--- src/rtl/bitty_exec_ctrl.sv ---
// ----------------------------------------------------------------------------
// bitty_exec_ctrl
//
// Fetch/execute sequencer for the bitty core. Sits between the PC register /
// instruction memory pair and the core: waits for the memory read of the
// current PC, issues the instruction to the core, waits for the core to
// finish, then advances the PC. Supports run, halt, single-step, one hardware
// breakpoint and an execution watchdog that parks the sequencer in FAULT.
//
// Ports:
//   clk          in   clock
//   reset        in   synchronous, active-high
//   start        in   pulse: begin from IDLE, resume from HALT
//   halt_req     in   pulse: stop at the next instruction boundary
//   step         in   pulse: in HALT, execute exactly one instruction
//   bp_en        in   breakpoint enable
//   bp_addr      in   breakpoint PC
//   pc_addr      in   current PC from the PC register
//   instr_in     in   instruction memory read data
//   core_done    in   core finished the current instruction
//   run_core     out  one-cycle start pulse to the core
//   pc_en        out  one-cycle PC increment enable
//   ir           out  instruction issued to the core
//   busy         out  high in FETCH/ISSUE/EXEC/COMMIT
//   halted       out  high in HALT
//   fault        out  high in FAULT (watchdog expired)
//   instr_count  out  committed instructions, saturating at 0xFFFF
// ----------------------------------------------------------------------------
module bitty_exec_ctrl #(
    parameter int ADDR_W  = 8,
    parameter int INSTR_W = 16,
    parameter int MEM_LAT = 1,
    parameter int TIMEOUT = 64
) (
    input  logic               clk,
    input  logic               reset,
    input  logic               start,
    input  logic               halt_req,
    input  logic               step,
    input  logic               bp_en,
    input  logic [ADDR_W-1:0]  bp_addr,
    input  logic [ADDR_W-1:0]  pc_addr,
    input  logic [INSTR_W-1:0] instr_in,
    input  logic               core_done,
    output logic               run_core,
    output logic               pc_en,
    output logic [INSTR_W-1:0] ir,
    output logic               busy,
    output logic               halted,
    output logic               fault,
    output logic [15:0]        instr_count
);

    localparam logic [2:0] S_IDLE   = 3'd0;
    localparam logic [2:0] S_FETCH  = 3'd1;
    localparam logic [2:0] S_ISSUE  = 3'd2;
    localparam logic [2:0] S_EXEC   = 3'd3;
    localparam logic [2:0] S_COMMIT = 3'd4;
    localparam logic [2:0] S_HALT   = 3'd5;
    localparam logic [2:0] S_FAULT  = 3'd6;

    // lat_cnt counts 0..MEM_LAT-1 inside FETCH; wd_cnt counts 0..TIMEOUT-1
    // inside EXEC.
    localparam int LAT_W = (MEM_LAT > 1) ? $clog2(MEM_LAT) : 1;
    localparam int WD_W  = $clog2(TIMEOUT);
    localparam logic [LAT_W-1:0] LAT_LAST = LAT_W'(MEM_LAT - 1);
    localparam logic [WD_W-1:0]  WD_LAST  = WD_W'(TIMEOUT - 1);

    logic [2:0]       state;
    logic [2:0]       state_next;
    logic [LAT_W-1:0] lat_cnt;
    logic [WD_W-1:0]  wd_cnt;
    logic             halt_pend;
    logic             step_mode;
    logic             bp_skip;
    logic             bp_hit;

    assign busy   = (state == S_FETCH) || (state == S_ISSUE) ||
                    (state == S_EXEC)  || (state == S_COMMIT);
    assign halted = (state == S_HALT);
    assign fault  = (state == S_FAULT);

    // The PC is only stable for comparison on the first FETCH cycle. bp_skip
    // suppresses the hit on the instruction we are resuming from, otherwise
    // a resume at the breakpoint address would re-break immediately.
    assign bp_hit = (lat_cnt == '0) && bp_en && (pc_addr == bp_addr) && !bp_skip;

    always_comb begin
        // NOTE: every path assigns state_next through this default, so the
        // block cannot infer a latch when a case arm leaves it untouched.
        state_next = state;
        unique case (state)
            S_IDLE:   if (start) state_next = S_FETCH;
            S_FETCH: begin
                if (bp_hit)                   state_next = S_HALT;
                else if (lat_cnt == LAT_LAST) state_next = S_ISSUE;
            end
            S_ISSUE:  state_next = S_EXEC;
            S_EXEC: begin
                // core_done on the last watchdog cycle still commits.
                if (core_done)              state_next = S_COMMIT;
                else if (wd_cnt == WD_LAST) state_next = S_FAULT;
            end
            S_COMMIT: state_next = (halt_pend || step_mode) ? S_HALT : S_FETCH;
            S_HALT:   if (start || step) state_next = S_FETCH;
            S_FAULT:  state_next = S_FAULT;
            default:  state_next = S_IDLE;
        endcase
    end

    always_ff @(posedge clk) begin
        if (reset) begin
            state       <= S_IDLE;
            run_core    <= 1'b0;
            pc_en       <= 1'b0;
            ir          <= '0;
            instr_count <= '0;
            lat_cnt     <= '0;
            wd_cnt      <= '0;
            halt_pend   <= 1'b0;
            step_mode   <= 1'b0;
            bp_skip     <= 1'b0;
        end else begin
            // NOTE: non-blocking assignments here so every register samples
            // the pre-edge values of the others, regardless of statement order.
            state <= state_next;

            // Registered pulses are aligned with the ISSUE and COMMIT cycles
            // by decoding the state being entered.
            run_core <= (state_next == S_ISSUE);
            pc_en    <= (state_next == S_COMMIT);

            lat_cnt <= (state == S_FETCH && state_next == S_FETCH) ? lat_cnt + 1'b1 : '0;
            wd_cnt  <= (state == S_EXEC  && state_next == S_EXEC)  ? wd_cnt + 1'b1  : '0;

            if (state == S_ISSUE) ir <= instr_in;

            if (state == S_IDLE && start)
                instr_count <= '0;
            else if (state == S_COMMIT && instr_count != 16'hFFFF)
                instr_count <= instr_count + 16'd1;

            // Any entry into HALT consumes a pending stop request, including a
            // breakpoint stop, so a later resume is not cut short by it.
            if (state_next == S_HALT)
                halt_pend <= 1'b0;
            else if (busy && halt_req)
                halt_pend <= 1'b1;

            // start beats step when both arrive in the same HALT cycle.
            if (state == S_HALT && (start || step))
                step_mode <= !start;
            else if (state_next == S_HALT)
                step_mode <= 1'b0;

            if (state == S_HALT && state_next == S_FETCH)
                bp_skip <= 1'b1;
            else if (state == S_FETCH && state_next != S_FETCH)
                bp_skip <= 1'b0;
        end
    end

endmodule
--- config.mk ---
export PLATFORM = sky130hd
export DESIGN_NAME = bitty_exec_ctrl
export DESIGN_NICKNAME = d
export VERILOG_FILES = /design/src/rtl/bitty_exec_ctrl.sv
export SDC_FILE = /design/constraint.sdc
export NUM_CORES = 1
export LEC_CHECK = 0
export CAP_MARGIN = 20
export CORE_ASPECT_RATIO = 0.5
export CORE_UTILIZATION = 45
export DETAILED_ROUTE_END_ITERATION = 8
export PLACE_DENSITY = 0.8
export SETUP_SLACK_MARGIN = 0.3
export SLEW_MARGIN = 10
export SYNTH_ARGS = -nofsm -noshare
export SYNTH_HDL_FRONTEND = slang
export SYNTH_SLANG_ARGS = --single-unit
--- constraint.sdc ---
create_clock -name clk -period 2.6 [get_ports clk]
set_clock_uncertainty 0.15 [all_clocks]
set_input_delay 0.26 -clock clk [delete_from_list [all_inputs] [get_ports clk]]
set_output_delay 0.26 -clock clk [all_outputs]
set_load 0.02 [all_outputs]
* Word-level counts from Yosys, hierarchy flattened
Index checks and enable logic that the tools add are counted.
** Cells by class
- Equality and inequality tests :: 15
- Mux-type cells :: 12
- $add $sub $neg :: 3
- Bitwise logic cells :: 3
- Reduce and logical (&&, ||, !) cells :: 25
** Operators with widths (number)
- two-way mux 3 bit :: 7
- one-hot mux 3 bit (7 select lines) :: 1
- adder 16 x 1 -> 16 bit, second input constant :: 1
- != test 16 bit, second input constant :: 1
- == test 3 bit, second input constant :: 5
- == test 3 x 2 -> 1 bit, second input constant :: 4
- logical AND 1 bit :: 11
- == test 8 bit :: 1
- OR reduction 2 bit :: 4
- adder 6 x 1 -> 6 bit, second input constant :: 1
- == test 3 x 1 -> 1 bit, second input constant :: 2
- == test 6 bit, second input constant :: 1
- logical OR 1 bit :: 5
- two-way mux 1 bit :: 4
- nonzero test 2 bit :: 2
- zero test 3 bit :: 1
- != test 3 x 1 -> 1 bit, second input constant :: 1
- inverter 1 bit :: 3
- zero test 1 bit :: 2
- adder 1 bit, second input constant :: 1
** Storage, ports and cells
- Flip-flop bits (word level) :: 47
- Output and inout port bits :: 37
- Input port bits :: 39
- Logic and storage cells :: 68

* Longest topological paths before layout
- Depth in word-level cells :: 10
- Gate-level depth with buffers :: 7
- Depth with buffers taken out :: 6

* Worst setup path after synthesis
No wires, ideal clock.
- Kind :: reg2reg
- Start point :: register instr_count[0]
- End point :: register instr_count[0]
- Data arrival time :: 1.606 ns
- Buffers on the path :: 1
- Library setup time :: 0.116 ns
- Required time :: 2.334 ns
- Slack :: 0.728 ns
- Cell stages (with the launch flop) :: 8
- Period minus slack after synthesis :: 1.872 ns
- Cells stage by stage :: dfxtp_1 -> ha_1 -> nand3_1 -> nor3_2 -> buf_4 -> a21oi_1 -> xnor2_1 -> nor2_1
** On the way
- Longest elaborated chain between the ends :: 2
- Elaborated cells between the ends (all ways) :: 3
- Classes of those cells :: add/sub: 1; eq/ne: 1; reduce/logical: 1
** RTL lines
- start: declaration :: RTL line 51 : output logic [15:0] instr_count
- start signal: assignment :: RTL line 141 : instr_count <= instr_count + 16'd1;
- branches (longest 2 deep; another with adder 16 x 1 -> 16 bit)
Several ways; the timed one is not identified.
A chain may end at the register's enable or synchronous reset.

* Worst setup path in the final report
- Start point :: register state[0]
- End point :: output port busy
** On the way
- Longest elaborated chain between the ends :: 4
- Elaborated cells between the ends (all ways) :: 7
- Classes of those cells :: eq/ne: 4; reduce/logical: 3
** RTL lines
- start: declaration :: RTL line 69 : logic [2:0] state;
- start signal: assignment :: RTL line 126 : state <= state_next;
- == test 3 x 1 -> 1 bit or == test 3 x 2 -> 1 bit (tied branches) :: RTL line 78 : assign busy = (state == S_FETCH) || (state == S_ISSUE) ||
- logical OR 1 bit (2 in a row) :: RTL line 78
- logical OR 1 bit (*) :: RTL line 79 : (state == S_EXEC) || (state == S_COMMIT);
- end: declaration :: RTL line 48 : output logic busy,
Mark *: on every way between the ends. The rest lies on a longest branch, timed or not.

==> PnR_summary.wiki <==
{| class="wikitable"
! Metric !! Value
|-
| RSZ-0062 raised after global routing || no
|-
| Worst path buffer plus inverter count || 1
|-
| Root Buffer || clkbuf_8
|-
| Leading cell types by count after synthesis || dfxtp_1 (47), nand2_1 (44), nor2_1 (30), a21oi_1 (24), xnor2_1 (15)
|-
| Top delay family on crit path || buffers and inverters
|-
| Nets@finish || 373
|-
| HPWL after detailed placement || 3935 um
|-
| First-pass GRT wire length || 8866 um
|-
| Std-Cell Rows || 17
|-
| Mapped Area || 2201 um^2
|-
| Clock latency at the later pin of the worst-skew pair || ~0.31 ns
|-
| Leakage power summed over all cells || 1.027 nW
|-
| Hold/Removal Path Class || flop to flop
|-
| EDFF count, synth || 0
|-
| Sequential-to-total area share from yosys stat || 42.75%
|-
| Count of unresolved DRC violations after routing || 0
|-
| Tot GR Track Use || between 20% and 30%
|-
| Share of final-layout standard cells stronger than drive strength 1 || 10.51%
|-
| Initial antenna violation count || 0
|-
| Async set or reset register ratio after synthesis || 0%
|-
| Slew at the pin with the worst max-slew slack || roughly 0.63 ns
|-
| Fill cells || ~390
|-
| Final Wtd Congestion || roughly 0.82
|-
| Post-place setup slack || 0.4701 ns
|-
| Sequential cell area in the final layout || 944.7 um^2
|-
| Maximum level of the CTS H-tree || 2
|-
| Cell type with the largest total area after synthesis || dfxtp_1
|-
| Number of hold violations in the final report || 0
|-
| Worst setup EP type || output port
|-
| Minimum period implied by the final worst setup slack || ~2.2 ns
|-
| Final Slew Violations || 0
|-
| 1st-iter DRT viols || 66
|-
| Overall routed net length || 5377 um
|-
| Total area of multi-input combinational cells || about 1200 um^2
|-
| Data required time of the worst path || 2.19 ns
|-
| Crit start category || flop
|-
| Number of buffers added for setup after CTS || 0
|-
| Start-to-end type of the worst setup path || flop to output port
|-
| Core Area || 4552 um^2
|-
| Instance count of the mapped netlist || 256
|-
| Commonest register cell after synthesis || dfxtp_1
|-
| Area post-placement || between 3000 and 4000 um^2
|-
| Final setup slack of the worst path || approximately 0.38 ns
|-
| Boundary pin count || 76
|-
| Max-cap violations || 0
|-
| Via count of the first global-routing pass || 1982
|-
| Final clock period utilization by the worst path || 85.43%
|-
| Clock Pin Slew Worst Setup and Hold Paths || roughly 0.090 ns
|-
| Leading post-synthesis cells by cell area || dfxtp_1 (43%), nand2_1 (7.5%), xnor2_1 (6.0%), a21oi_1 (5.5%), nor2_1 (5.1%)
|-
| Area grow syn2layout || 42.35%
|-
| Max Freq || 450.2 MHz
|-
| Final setup violation count || 0
|-
| Die Width || 100.9 um
|-
| Congestion Overflow GR || 0
|-
| Delay contributed by the slowest stage of the critical path || 0.65 ns
|-
| Headroom to the max-slew limit || 58.01%
|-
| Count of cell types in the netlist || 47
|-
| IO Port Bufs || 75
|-
| Critical path, cell by cell || nor2_1, xnor2_1, clkdlybuf4s50_1
|-
| Remaining number of nets flagged by the antenna check after routing || 0
|-
| TritonCTS sink count || 47
|-
| Worst IR Drop VDD || 0.3727 mV
|-
| Number of buffers on the longest clock path || 2
|-
| Num CTS Buffers || 5
|-
| Detailed-route wire length per cell || around 13 um
|-
| Most frequent cell after synthesis || dfxtp_1
|-
| Post-DR vias/cell || between 5 and 6
|-
| Number of optimization iterations in the first detailed-route pass || 5
|-
| Outcome || finished clean
|-
| Cell with the biggest individual delay on the critical path || clkdlybuf4s50_1
|-
| Arrival time of data at the critical path endpoint || 1.81 ns
|-
| Effective utilization at floorplan || 48.35%
|-
| Portion of synthesized cell area occupied by the leading cell type || roughly 43%
|-
| Post-synthesis sequential element count || 47
|-
| Post-synthesis net count || 297
|-
| Die ar. || 5191 um^2
|-
| Average instance area after synthesis || 8.597 um^2
|-
| Total number of vias || ~2100
|-
| Worst-path maximum fanout || 16
|-
| Clock tree from TritonCTS || built
|-
| Count of inserted antenna diode cells || 0
|-
| Number of hold-repair buffers added at the cts stage || 0
|-
| Final design area excluding fillers || 3133 um^2
|-
| Total negative slack || 0 ns
|-
| Height of the chip || between 50 and 60 um
|-
| Number of synthesis warnings || 0
|-
| Cell Pwr Density || slightly below 500 nW/um^2
|-
| Largest net degree at the start of global routing || 17
|}
==> cells in the final DEF (no fill, tap or decap), types with 6 or more instances in the layout <==
cell / count
nor4_2: 6
nor3_1: 8
nor2_1: 29
xor2_1: 9
clkdlybuf4s50_1: 75
a21oi_1: 24
nand3_1: 6
nand2_1: 44
xnor2_1: 15
dfxtp_1: 44
==> worst register-to-register path, cell delays in order, from the launching register on <==
cell and delay, ns:
dfxtp_1 0.44, ha_1 0.24, nand3_1 0.16, nor3_2 0.38, buf_4 0.27, nor4_2 0.07
xnor2_1 0.16, nor2_1 0.06
==> where the power goes <==
group	internal [W]	switching, W	total (W)
Clock	0.000290	0.000271	0.000561
Sequential	0.000737	0.0000196	0.000757
Combinational	0.000110	0.0000928	0.000203
Total	0.00114	0.000383	0.00152
==> metrics by stage <==
stage	std cells	hold slack [ns]	power, W	util [%]
after CTS	399	0.3106	0.001524	68.77
final	399	0.3089	0.001520	68.83
after detailed placement	391	0.2967	0.0009730	66.16
after floorplan	256	0.2096	0.0008663	-
after global routing	399	0.3235	0.001567	68.83
after global placement	391	0.2804	0.0009692	66.16
==> registers in the layout, indices dropped and copies added, names as in the netlist <==
name and count:
ir 16, run_core 1, step_mode 1, pc_en 1, halt_pend 1, state 3, lat_cnt 1, wd_cnt 6
bp_skip 1, instr_count 16
==> metal layers <==
layer	vias up	global-route usage (%)	routed length, um
met5	-	0	0
met4	0	5.556	46
met3	4	4.925	168
met2	39	40.18	2680
met1	970	26.66	2482
li1	1044	-	-
==> worst paths after layout <==
check        depth (start not counted)      startpoint  slack (ns)              end
min                                  2         bp_skip        0.31          bp_skip
min reg2reg                          2         bp_skip        0.31          bp_skip
max                                  3        state[0]        0.38             busy
max reg2reg                          7  instr_count[0]        0.57  instr_count[13]
==> what timing repair did <==
item	4_1_cts	5_1_grt
pin swaps	0	0
gates resized for setup	3	1
setup endpoints to repair	2	1
==> kinds of logic after synthesis <==
| kind of cell | Yosys count | share of synthesized area (%) |
|---|---|---|
| compound gates | 42 | 11.48 |
| xor+xnor | 24 | 9.551 |
| fa+ha+maj | 2 | 1.137 |
| buf+inv | 12 | 2.559 |
| flops | 47 | 42.75 |
| mux | 1 | 0.4548 |
| other cells | 1 | 0.1704 |
| simple gates | 127 | 31.89 |
==> cell type report <==
class,count,area share [%]
multi-input combinational,197,38.50
sequential,47,30.15
clock buffer,5,2.196
timing repair buffer,78,24.68
clock inverter,3,1.478
inverter,3,0.3594
tap,66,2.636
(Power assumes the default switching activity.)
